`src/rtl/cic_pkg.sv`:
```
// Shared helpers for the CIC PDM decimator: width derivation and PDM bit encodings.
package cic_pkg;

  localparam logic signed [1:0] PDM_POS = 2'sb01;
  localparam logic signed [1:0] PDM_NEG = 2'sb11;

  function automatic int clog2(input int v);
    int r;
    int p;
    r = 0;
    p = 1;
    for (int i = 0; i < 31; i++) begin
      if (p < v) r = i + 1;
      p = p * 2;
    end
    return r;
  endfunction

  function automatic int acc_w(input int n, input int r, input int m);
    return 2 + n * clog2(r * m);
  endfunction

endpackage

```
`src/rtl/cic_chan.sv`:
```
// One CIC lane: N wrapping integrators, N combs with M-deep delays, output scaler.
// Rounding/saturation in the scaler is enabled by CIC_ROUND_SAT_EN.
module cic_chan
  import cic_pkg::*;
#(
  parameter int N     = 2,
  parameter int M     = 1,
  parameter int ACC_W = 12,
  parameter int OUT_W = 12
) (
  input  logic                    clk,
  input  logic                    rst,
  input  logic                    we,
  input  logic                    dec,
  input  logic                    din,
  output logic signed [OUT_W-1:0] dout
);

  localparam int SH = ACC_W - OUT_W;

  logic signed [ACC_W-1:0] x;
  logic signed [ACC_W-1:0] integ   [N];
  logic signed [ACC_W-1:0] dly     [N][M];
  logic signed [ACC_W-1:0] comb_in [N];
  logic signed [ACC_W-1:0] comb_acc;
  logic signed [ACC_W-1:0] comb_out;
  logic signed [OUT_W-1:0] scaled;

  assign x = din ? ACC_W'(PDM_POS) : ACC_W'(PDM_NEG);

  // Comb chain, evaluated from the last integrator's pre-edge value.
  always_comb begin
    comb_acc = integ[N-1];
    for (int k = 0; k < N; k++) begin
      comb_in[k] = comb_acc;
      comb_acc   = comb_acc - dly[k][M-1];
    end
    comb_out = comb_acc;
  end

  generate
    if (SH > 0) begin : g_shift
      logic unused_lsb;
`ifdef CIC_ROUND_SAT_EN
      localparam logic [ACC_W:0] HALF = {{ACC_W{1'b0}}, 1'b1} << (SH - 1);
      localparam logic signed [OUT_W-1:0] SAT_MAX = {1'b0, {(OUT_W-1){1'b1}}};
      localparam logic signed [OUT_W-1:0] SAT_MIN = {1'b1, {(OUT_W-1){1'b0}}};
      logic signed [ACC_W:0] rnd;
      logic signed [OUT_W:0] rsh;
      assign rnd = $signed({comb_out[ACC_W-1], comb_out}) + $signed(HALF);
      assign rsh = rnd[ACC_W:SH];
      assign unused_lsb = ^rnd[SH-1:0];
      // One guard bit above OUT_W exposes overflow of the rounded value.
      assign scaled = (rsh[OUT_W] != rsh[OUT_W-1]) ? (rsh[OUT_W] ? SAT_MIN : SAT_MAX)
                                                   : rsh[OUT_W-1:0];
`else
      assign scaled = comb_out[ACC_W-1:SH];
      assign unused_lsb = ^comb_out[SH-1:0];
`endif
    end else begin : g_extend
      assign scaled = OUT_W'(comb_out);
    end
  endgenerate

  // Integrators, comb delay lines and the output register.
  always_ff @(posedge clk) begin
    if (rst) begin
      for (int k = 0; k < N; k++) begin
        integ[k] <= '0;
        for (int m = 0; m < M; m++) dly[k][m] <= '0;
      end
      dout <= '0;
    end else if (we) begin
      integ[0] <= integ[0] + x;
      for (int k = 1; k < N; k++) integ[k] <= integ[k] + integ[k-1];
      if (dec) begin
        for (int k = 0; k < N; k++) begin
          dly[k][0] <= comb_in[k];
          for (int m = 1; m < M; m++) dly[k][m] <= dly[k][m-1];
        end
        dout <= scaled;
      end
    end
  end

endmodule

```
`src/rtl/cic_pdm_decim.sv`:
```
// Multi-channel Hogenauer CIC decimator for PDM bitstreams; shared decimation counter and valid.
// Optional rounding/saturation of the scaled output: define CIC_ROUND_SAT_EN.
module cic_pdm_decim
  import cic_pkg::*;
#(
  parameter int N     = 2,
  parameter int R     = 32,
  parameter int M     = 1,
  parameter int CH    = 1,
  parameter int OUT_W = 12
) (
  input  logic                  clk,
  input  logic                  rst,
  input  logic                  we,
  input  logic [CH-1:0]         data_in,
  output logic [CH*OUT_W-1:0]   data_out,
  output logic                  valid
);

  localparam int ACC_W = acc_w(N, R, M);
  localparam int CNT_W = clog2(R);

  logic [CNT_W-1:0] cnt;
  logic             dec;

  assign dec = we && (cnt == CNT_W'(R - 1));

  // Decimation counter; valid strobes in the cycle after an event edge.
  always_ff @(posedge clk) begin
    if (rst) begin
      cnt   <= '0;
      valid <= 1'b0;
    end else begin
      valid <= dec;
      if (we) cnt <= dec ? '0 : cnt + CNT_W'(1);
    end
  end

  generate
    for (genvar c = 0; c < CH; c++) begin : g_chan
      cic_chan #(
        .N     (N),
        .M     (M),
        .ACC_W (ACC_W),
        .OUT_W (OUT_W)
      ) u_chan (
        .clk  (clk),
        .rst  (rst),
        .we   (we),
        .dec  (dec),
        .din  (data_in[c]),
        .dout (data_out[c*OUT_W +: OUT_W])
      );
    end
  endgenerate

endmodule
```
`config.mk`:
```
export PLATFORM = sky130hd
export DESIGN_NAME = cic_pdm_decim
export DESIGN_NICKNAME = d
export VERILOG_FILES = /design/src/rtl/cic_pkg.sv /design/src/rtl/cic_chan.sv /design/src/rtl/cic_pdm_decim.sv
export SDC_FILE = /design/constraint.sdc
export NUM_CORES = 1
export LEC_CHECK = 0
export CORE_ASPECT_RATIO = 1.1
export CORE_MARGIN = 2
export CORE_UTILIZATION = 63
export CTS_BUF_LIST = sky130_fd_sc_hd__clkbuf_4
export DETAILED_ROUTE_END_ITERATION = 10
export GPL_TIMING_DRIVEN = 0
export PLACE_DENSITY_LB_ADDON = 0.05
export SLEW_MARGIN = 40
export SYNTH_ARGS = -nofsm -noshare
export SYNTH_HDL_FRONTEND = slang
export SYNTH_SLANG_ARGS = --single-unit
```
`constraint.sdc`:
```
create_clock -name clk -period 3.9 [get_ports clk]
set_clock_uncertainty 0.15 [all_clocks]
set_input_delay 0.78 -clock clk [delete_from_list [all_inputs] [get_ports clk]]
set_output_delay 0.78 -clock clk [all_outputs]
set_load 0.05 [all_outputs]
```
==> results.json <==
{
  "antenna_found_initial": 0,
  "wl_per_cell_um": 13.9,
  "slowest_delay_ns": 0.43,
  "synth_top_family_by_area": "adder cells",
  "p_leak_nw": 1.96,
  "synth_area_leaders": "edfxtp_1 34%, ha_1 13%, dfxtp_1 8.5%",
  "nets": 506,
  "start_util": 0.644,
  "cts-root-buf": "clkbuf_4",
  "finalPower_mw": 1.90,
  "worstPathMaxFanout": 3,
  "clock.fmax_mhz": 277,
  "syn_nets": 479,
  "post_cts_buffers": 0,
  "finalMaxSlewViolations": 0,
  "multi_input_area_um2": 2260,
  "dr.pass1.iters": 4,
  "yosysWarnings": 0,
  "grt_pass1_vias": 3024,
  "postLayoutCoreUtil": 0.701,
  "yosysMostFrequentCell": "edfxtp_1",
  "htreeDepth": 3,
  "cts_tree": "built",
  "crit_type": "reg -> reg",
  "synth_edf_count": 48,
  "drive_above_1_share": 0.0546,
  "synth_xor_xnor_area_share": 0.0809,
  "setup.worst_path.end_class": "flop",
  "synth_fa_ha_area_frac": 0.152,
  "slew_headroom": 0.612,
  "finalSetupViolCount": 0,
  "p_per_area_nw_per_um2": 413,
  "finalSetupTns_ns": 0,
  "synth.cell_area_um2": 4220,
  "ys_async_sr_fraction": 0,
  "worstPathArrival_ns": 3.76,
  "cts.sinks": 66,
  "dp.cells": 524,
  "cp_data_required_time_ns": 4.05,
  "crit_chain": "inv_1, ha_1, inv_1, fa_1, a21o_1, nand2_1, a21oi_1, o31a_1, nor2_1, xnor2_1, ha_1, nand2_1, a21oi_1, o21ai_1, a311o_1, xnor2_1, xnor2_1, o21ai_1",
  "hpwl_mm": 5.71,
  "synthSimpleGateAreaFrac": 0.147,
  "wl_mm": 7.51,
  "hold_viol": 0,
  "dpl_worst_slack_ns": 0.177,
  "ys_seq_area_frac": 0.427,
  "cts_max_path_buffers": 2,
  "syn_inst": 426,
  "synth_area_per_cell_um2": 9.91,
  "hold_ws_ns": 0.302,
  "syn_to_final_growth_pct": 8.89,
  "crit_path_top_delay_cell": "edfxtp_1",
  "fin_cells": 540,
  "hp-class": "reg -> reg",
  "synthMuxAreaShare": 0.00474,
  "num_vias": 3000,
  "antenna_cells": 0,
  "grt_max_degree": 28,
  "grt_pass1_wl_mm": 12.9,
  "cpMostUsedCell": "xnor2_1",
  "coreArea_um2": 6560,
  "period_minus_slack_ns": 3.61,
  "irDropWorstVdd_mv": 0.205,
  "cap_violations": 0,
  "die_w_um": 82.1,
  "ys.flop_type": "edfxtp_1",
  "row_count": 31,
  "ys_types": 44,
  "rsz0062_at_grt": "false",
  "insertion_delay_ns": 0.42,
  "top_level_ports": 17,
  "ys_seq_elements": 66,
  "io_buffers": 16,
  "drc": 0,
  "grt_overflow_total": 0,
  "ant_nets": 0,
  "nFillCells": 514,
  "dpl_cell_area_um2": 4490,
  "synth_top_area_share": 0.341,
  "cp-start-kind": "flop",
  "cts_resized": 0,
  "tightest_slew_ns": 0.581,
  "synth_compound_area_frac": 0.149,
  "reg2reg_slack_ns": 0.29,
  "clk_pin_slew_worst_paths_ns": 0.10,
  "synth_top_cell_by_area": "edfxtp_1",
  "seqCellArea_um2": 1800,
  "initialDrtViolationCount": 82,
  "synth_common_cells": "48 x edfxtp_1, 47 x nor2_1, 45 x ha_1",
  "layout_setup_ws_ns": 0.290,
  "fin_area_um2": 4600,
  "status": "finished clean",
  "cts_hold_buffers": 0,
  "gp_congestion": 0.762,
  "viasPerCell": 5.56,
  "die_y_um": 89.9,
  "dieArea_um2": 7370,
  "finalCritPeriodShare": 0.926,
  "grt_usage": 0.229,
  "cts_buffers": 9
}
## path summary, 6_finish.rpt
check,from,to,cells after the start
min,g_chan[0].u_chan.dout[11],g_chan[0].u_chan.dout[11],2
min reg2reg,g_chan[0].u_chan.dout[11],g_chan[0].u_chan.dout[11],2
max reg2reg,g_chan[0].u_chan.integ[0][12],g_chan[0].u_chan.dout[11],18
max,g_chan[0].u_chan.integ[0][12],g_chan[0].u_chan.dout[11],18
## placed cells by master (no fill, tap or decap), drive strengths merged, types with 4 or more instances in the layout
cell type	count
edfxtp	48
nor3	11
ha	45
o21bai	6
nand2b	10
clkbuf	22
nand2	28
a21oi	28
and3	13
dfxtp	18
o21a	4
and2	9
nor2b	4
clkdlybuf4s50	16
o21ai	30
inv	36
nor2	47
xnor2	24
a21o	8
fa	4
xor2	15
## cell families (layout without fill, tap and decap cells)
logic type,count (synthesis),count (layout)
AND/OR/NAND/NOR,131,131
AO/OA/AOI/OAI,95,95
flip-flops,66,66
adder cells (fa/ha/maj),49,49
buffers and inverters,44,76
XOR/XNOR,39,39
multiplexers,2,2
## area by class of cell
type,instances,share of cell area
Buffer,8,0.00653
Clock inverter,2,0.00163
Clock buffer,14,0.0229
Sequential cell,66,0.392
Tap cell,82,0.0223
Multi-Input combinational cell,316,0.491
Inverter,36,0.0294
Timing Repair Buffer,16,0.0348
## sequential cells by signal, indices dropped and copies added, names as in the netlist
register and cells:
g_chan.u_chan.dout 12, g_chan.u_chan.integ 24, cnt 5, valid 1
g_chan.u_chan.dly 24
## routing by layer
metal,vias to the layer above,global-route usage,wire length (um)
li1,1559,-,-
met1,1387,0.254,3230
met2,45,0.415,3940
met3,9,0.0422,250
met4,0,0.0931,93
met5,-,0,0
## power by group
part / switching, mW / internal, mW / total (mW)
combinational: 0.365 / 0.302 / 0.667
sequential: 0.0317 / 0.798 / 0.829
clock: 0.236 / 0.164 / 0.400
## critical path: cells and delay by family, from the launching register on
kind,cells,cell delay (ns)
AO/OA/AOI/OAI,7,1.15
XOR/XNOR,3,0.41
adder cells (fa/ha/maj),3,0.91
buffers and inverters,2,0.16
flip-flops,1,0.43
AND/OR/NAND/NOR,3,0.27
Power figures use the tool's default switching activity.
